### src/rtl/minterm_pkg.sv
// rtl/minterm_pkg.sv - shared FSM state type and limits for the minterm sweeper
package minterm_pkg;

    localparam int MAX_N = 6;

    typedef enum logic [1:0] {
        ST_IDLE  = 2'd0,
        ST_SWEEP = 2'd1,
        ST_DONE  = 2'd2
    } state_e;

endpackage

### src/rtl/minterm_counter.sv
// rtl/minterm_counter.sv - minterm index counter with clear, enable and terminal flag
module minterm_counter #(
    parameter int N = 3
) (
    input  logic         clk,
    input  logic         rst_n,
    input  logic         clr,
    input  logic         en,
    output logic [N-1:0] idx,
    output logic         last
);

    logic [N-1:0] idx_q;
    logic [N-1:0] idx_d;

    always_comb begin
        idx_d = idx_q;
        if (clr) begin
            idx_d = '0;
        end else if (en) begin
            idx_d = idx_q + 1'b1;
        end
    end

    always_ff @(posedge clk or negedge rst_n) begin
        if (!rst_n) begin
            idx_q <= '0;
        end else begin
            idx_q <= idx_d;
        end
    end

    assign idx  = idx_q;
    // W-1 is all ones because W is a power of two
    assign last = &idx_q;

endmodule

### src/rtl/minterm_sweeper.sv
// rtl/minterm_sweeper.sv - streams every minterm of a loaded truth table and classifies the function
module minterm_sweeper
    import minterm_pkg::*;
#(
    parameter int N = 3,
    localparam int W = 2 ** N
) (
    input  logic         clk,
    input  logic         rst_n,
    input  logic         load,
    input  logic [W-1:0] tt_in,
    input  logic         start,
    input  logic         out_ready,
    output logic         busy,
    output logic         out_valid,
    output logic [N-1:0] out_idx,
    output logic         out_s,
    output logic         done,
    output logic [N:0]   ones_count,
    output logic         result_valid,
    output logic         tautology,
    output logic         contradiction
);

    localparam logic [N:0] FULL_COUNT = {1'b1, {N{1'b0}}};

    state_e       state_q;
    state_e       state_d;
    logic [W-1:0] tt_q;
    logic [W-1:0] tt_d;
    logic [N:0]   ones_count_q;
    logic [N:0]   ones_count_d;
    logic         result_valid_q;
    logic         result_valid_d;

    logic         cnt_clr;
    logic         cnt_en;
    logic [N-1:0] idx;
    logic         idx_last;
    logic         in_sweep;
    logic         xfer;

    minterm_counter #(.N(N)) u_counter (
        .clk   (clk),
        .rst_n (rst_n),
        .clr   (cnt_clr),
        .en    (cnt_en),
        .idx   (idx),
        .last  (idx_last)
    );

    assign in_sweep = (state_q == ST_SWEEP);
    assign xfer     = in_sweep && out_ready;

    always_comb begin
        state_d        = state_q;
        tt_d           = tt_q;
        ones_count_d   = ones_count_q;
        result_valid_d = result_valid_q;
        cnt_clr        = 1'b0;
        cnt_en         = 1'b0;
        case (state_q)
            ST_IDLE: begin
                // a same-cycle load lands in tt_q before the first beat is presented
                if (load) begin
                    tt_d = tt_in;
                end
                if (start) begin
                    state_d        = ST_SWEEP;
                    ones_count_d   = '0;
                    result_valid_d = 1'b0;
                    cnt_clr        = 1'b1;
                end
            end
            ST_SWEEP: begin
                if (xfer) begin
                    ones_count_d = ones_count_q + {{N{1'b0}}, tt_q[idx]};
                    if (idx_last) begin
                        state_d        = ST_DONE;
                        result_valid_d = 1'b1;
                    end else begin
                        cnt_en = 1'b1;
                    end
                end
            end
            ST_DONE: begin
                state_d = ST_IDLE;
            end
            default: begin
                state_d = ST_IDLE;
            end
        endcase
    end

    always_ff @(posedge clk or negedge rst_n) begin
        if (!rst_n) begin
            state_q        <= ST_IDLE;
            tt_q           <= '0;
            ones_count_q   <= '0;
            result_valid_q <= 1'b0;
        end else begin
            state_q        <= state_d;
            tt_q           <= tt_d;
            ones_count_q   <= ones_count_d;
            result_valid_q <= result_valid_d;
        end
    end

    assign busy          = in_sweep;
    assign out_valid     = in_sweep;
    assign out_idx       = in_sweep ? idx : '0;
    assign out_s         = in_sweep && tt_q[idx];
    assign done          = (state_q == ST_DONE);
    assign ones_count    = ones_count_q;
    assign result_valid  = result_valid_q;
    assign tautology     = result_valid_q && (ones_count_q == FULL_COUNT);
    assign contradiction = result_valid_q && (ones_count_q == '0);

endmodule

### config.mk
export PLATFORM = sky130hd
export DESIGN_NAME = minterm_sweeper
export DESIGN_NICKNAME = d
export VERILOG_FILES = /design/src/rtl/minterm_pkg.sv /design/src/rtl/minterm_counter.sv /design/src/rtl/minterm_sweeper.sv
export SDC_FILE = /design/constraint.sdc
export NUM_CORES = 1
export LEC_CHECK = 0
export ABC_AREA = 1
export CAP_MARGIN = 40
export CORE_ASPECT_RATIO = 1.75
export CORE_UTILIZATION = 25
export DETAILED_ROUTE_END_ITERATION = 10
export GPL_TIMING_DRIVEN = 0
export PLACE_DENSITY = 0.5
export RECOVER_POWER = 50
export SYNTH_ARGS = -nofsm -noshare
export SYNTH_HDL_FRONTEND = slang
export SYNTH_SLANG_ARGS = --single-unit
### constraint.sdc
create_clock -name clk -period 1.9 [get_ports clk]
set_input_delay 0.38 -clock clk [delete_from_list [all_inputs] [get_ports clk]]
set_output_delay 0.38 -clock clk [all_outputs]
set_load 0.005 [all_outputs]
Word-level counts from Yosys, hierarchy flattened:

Cells that the tools add are included.

* register bits after elaboration: 18
* bits in latches: 0
* memory bits (writable): 0
* memory bits (read-only): 0
* input port bits: 13
* output and inout port bits: 14
* logic and storage cells: 48
* memories: 0

* add/subtract/negate cells: 2
* $mul: 0
* div/mod/pow operators: 0
* order comparisons: 1
* eq/ne operators: 6
* shifts and indexed selects: 0
* multiplexer cells: 21
* bitwise operators: 0
* reductions and logical operators: 13

Operators by type and width (number)
* 2-to-1 mux 1 bit: 9
* 2-to-1 mux 3 bit: 3
* AND reduction 3 bit: 3
* 2-to-1 mux 4 bit: 2
* case mux 4 bit (2 select lines): 1
* 2-to-1 mux 2 bit: 3
* adder 4 x 1 -> 4 bit: 1
* equality test 4 bit (second input constant): 1
* logical AND 1 bit: 4
* logical NOT 4 bit: 1
* less-than comparator 3 x 4 -> 1 bit (second input constant): 1
* inequality test 2 bit (second input constant): 2
* case mux 2 bit (2 select lines): 1
* AND reduction 4 bit: 1
* nonzero test 2 bit: 2
* adder 3 x 1 -> 3 bit (second input constant): 1
* binary-select mux 1 bit (select 3 bit): 1
* equality test 2 x 1 -> 1 bit (second input constant): 1
* equality test 2 bit (second input constant): 1
* logical NOT 2 bit: 1
* inequality test 2 x 1 -> 1 bit (second input constant): 1
* case mux 1 bit (2 select lines): 1
* AND reduction 2 bit: 1

Logic depth before layout (Yosys ltp):

* depth after elaboration: 6
* mapped depth: 12
* mapped depth without buffers: 12

By module:

A second synthesis with hierarchy kept.

* cells, all modules: 126
* area total of the unflattened synthesis: 970.9 um^2

Modules (own cells, without submodules)
* minterm_sweeper: times used 1, cells an instance 109, area an instance 819.5 um^2, seq. area each 375.4 um^2
* minterm_counter: times used 1, cells an instance 17, area an instance 151.4 um^2, seq. area each 75.1 um^2

Worst setup path before layout:

No wires, ideal clock.

* path type: register -> register
* start point: register u_counter.idx_q[0], in the netlist u_counter.idx[0]
* end point: register ones_count_q[1], in the netlist ones_count[1]
* library setup time: 0.126 ns
* data arrival time: 1.415 ns
* data required time: 1.774 ns
* path slack: 0.359 ns
* cell stages (with the launch flop): 11
* path buffers: 0
* clock period less this slack: 1.541 ns
* path through: dfrtp_1 > inv_1 > nand2_1 > nand3_1 > nand3_1 > nand2_1 > inv_1 > ha_1 > ha_1 > nand3_1 > o21ai_0

* longest elaborated chain between the ends: 5

Ends and longest elaborated chain
* start: declaration: line minterm_counter.sv:13 `logic [N-1:0] idx_q;`
* start signal: assignment: line minterm_counter.sv:29 `idx_q <= idx_d;`
* binary-select mux 1 bit (select 3 bit): line minterm_sweeper.sv:77 `ones_count_d = ones_count_q + {{N{1'b0}}, tt_q[idx]};`
* 2-to-1 mux 1 bit (not written as such): line minterm_sweeper.sv:77
* adder 4 x 1 -> 4 bit: line minterm_sweeper.sv:77
* 2-to-1 mux 4 bit: line minterm_sweeper.sv:76 `if (xfer) begin`
* case mux 4 bit (2 select lines): line minterm_sweeper.sv:62 `case (state_q)`
* end signal: assignment: line minterm_sweeper.sv:104 `ones_count_q <= ones_count_d;`
* end: declaration: line minterm_sweeper.sv:31 `logic [N:0] ones_count_q;`

No other way between the ends. The select of a mux whose other input is x is not followed.
A chain may end at the register's enable or synchronous reset.

Final worst setup path:

* start point: register state_q[1]
* end point: output out_idx[2]

* longest elaborated chain between the ends: 2

Ends and longest elaborated chain
* start: declaration: line minterm_sweeper.sv:27 `state_e state_q;`
* start signal: assignment: line minterm_sweeper.sv:102 `state_q <= state_d;`
* equality test 2 x 1 -> 1 bit: line minterm_sweeper.sv:52 `assign in_sweep = (state_q == ST_SWEEP);`
* 2-to-1 mux 3 bit: line minterm_sweeper.sv:111 `assign out_idx = in_sweep ? idx : '0;`
* end: declaration: line minterm_sweeper.sv:16 `output logic [N-1:0] out_idx,`

No other way between the ends.

==> run summary <==
Clk pin slew, worst setup/hold paths - 60 ps
LEAKAGE - 0.710 nW
first-pass GRT wire length - 3.66 mm
PD cells - 1400 nW/um^2
post-layout instance area - 1370 sq um
largest net degree at the start of global routing - 18
clk sinks - 18
Worst Skew - 2.03 ps
share of the yosys chip area belonging to registers - 46.8%
slowest CP cell - clkdlybuf4s50_1
CP cell instances - inv_2 -> nand2_4 -> nor2_1 -> clkdlybuf4s50_1
Final Net Count - 178
most used cells in the layout excluding fill and tap cells - nand2_1, clkdlybuf4s50_1, inv_1
Antenna diodes - 0
commonest non-fill, non-tap cell in the layout - nand2_1
WP data arrival - 1410 ps
antenna violations before repair - 0
Layout area overhead - 42.8%
# port buffers - 26
Die Wd - 48.9 um
gr ovfl total - 0
CP Launch Point - state_q[1]
number of CTS-inserted buffers - 3
final RePlAce weighted congestion - 0.841
slew at the pin with the worst max-slew slack - 971 ps
Chip Height - 84.1 um
Worst R2R Start - u_counter.idx[0]
Post-Syn Nets - 139
combinational share of power - 54.2%
# setup viols final - 0
largest delay contributor family on the critical path - buffers and inverters
cells after synthesis - 122
synthesized cell area - 962 sq um
H-tree levels - 1
RSZ-0062 raised after global routing - false
r2r worst-path depth - 10
Switching Power - 737 uW
maximum VDD drop - 643 uV
CTS tree - done
Total GRT Usage - 11.5%
vias per cell - 4.28
CP required - 1520 ps
utilization after layout - 37.5%
Filler cells - 389
Tcrit/Tclk final - 94.2%
Core Rows - 29
layout cell share with drive strength beyond 1 - 15.1%
Max Cap Viol - 0
crit-path max FO - 7
fmax - 559 MHz
outcome - completed
count of final hold-check violations - 0
Clk pwr share - 13.5%
Final Max Slew Viols - 0
final routed DRC violation total - 0
Sequential Power Share - 32.3%
Netlist cell types - 18
post-route setup TNS - 0 ps
Max-slew headroom - 35.2%
DRT Pass-1 Iters - 4
vias - 878
top-level I/O count - 27
CP max stage delay - 510 ps
Total Power - 1.93 mW
post-route ant nets - 0
WL per Instance - 10.5 um
detailed placement HPWL - 1.69 mm
placed inst area - 1290 sq um
register bit count reported by yosys - 18
Period minus WS final - 1790 ps
Sw Ratio - 38.3%
Die Area - 4110 sq um
CTS root buf - clkbuf_8
initial DRC count - 5
worst skew pair latency - 250 ps
final WL - 2.16 mm
vias in the first global route - 825
maximum root-to-sink buffer count - 2
startpoint class of the critical path - register
CP endpoint kind - output port
Crit. path cell count - 4
internal power - 1.19 mW
CP Class - reg -> out
core box area - 3660 sq um
Yosys Warn Count - 0
Worst Path Buf+Inv - 2
Initial Util - 26.3%
average size of a mapped cell - 7.89 sq um
hold crit path type - in -> async
-- sequential cells by signal, summed over array words and instances, names as in the netlist --
name,count
tt_q,8
ones_count,4
u_counter.idx,3
state_q,2
result_valid,1
-- routing by layer --
metal | global-route usage (%) | vias to the layer above | share of wire [%]
met5 | 0 | - | 0
met4 | 4.81 | 0 | 1.8
met3 | 2.19 | 5 | 5.1
met2 | 19.9 | 23 | 53
met1 | 13.4 | 400 | 40
li1 | - | 450 | -
-- layout make-up --
class | instances | area, sq um | area share, %
buffer | 2 | 11.3 | 0.820
clock buffer | 3 | 41.3 | 3.01
inverter | 23 | 88.8 | 6.47
multi-input combinational | 79 | 409 | 29.8
sequential | 18 | 450 | 32.8
tap | 46 | 57.6 | 4.19
timing repair buffer | 34 | 315 | 23.0
-- logic make-up (layout without fill, tap and decap cells) --
logic type | after synthesis | in the layout | share of synthesized area, %
flip-flops | 18 | 18 | 46.8
AND/OR/NAND/NOR | 59 | 59 | 28.3
AO/OA/AOI/OAI | 16 | 16 | 8.45
buffers and inverters | 25 | 62 | 11.2
adder cells (fa/ha/maj) | 4 | 4 | 5.20
-- per-stage QoR --
| step | instances | hold slack, ps | worst slack [ps] |
|---|---|---|---|
| after floorplan | 122 | 84.4 | 359 |
| after global placement | 194 | 504 | 21.0 |
| after detailed placement | 195 | 512 | 33.3 |
| after CTS | 201 | 302 | 1.48 |
| after global routing | 205 | 346 | 38.3 |
| final | 205 | 353 | 111 |
-- worst paths after layout --
kind,endpoint,slack (ps)
setup / recovery,out_idx[2],110
hold / removal,tt_q[4],350
setup reg to reg,ones_count[1],310
hold reg to reg,tt_q[5],520
max in group asynchronous,tt_q[3],450
min in group clk,tt_q[5],520
-- Yosys cell counts (all sizes together) --
cell type	number	area share, %
nor2	19	8.7
buf	2	2.0
dfrtp	18	47
clkinv	1	0.39
a21oi	9	4.7
nand2	27	13
inv	22	8.8
o21ai	6	3.1
o22ai	1	0.65
nand3	12	6.2
ha	4	5.2
nor3b	1	0.78
-- power by group through the flow --
stage	Clock (mW)	Sequential, mW	Combinational (mW)
floorplan	0	0.627	0.597
global placement	0	0.641	0.984
detailed placement	0	0.644	0.994
CTS	0.274	0.625	1.03
global route	0.290	0.644	1.18
finish	0.260	0.623	1.04
-- what timing repair did --
item	CTS	global route
pin swaps	0	1
setup endpoints to repair	3	3
hold buffers	0	0
buffers inserted	3	4
gates resized for setup	5	5
Note: power is estimated with default switching activity, not from simulation.
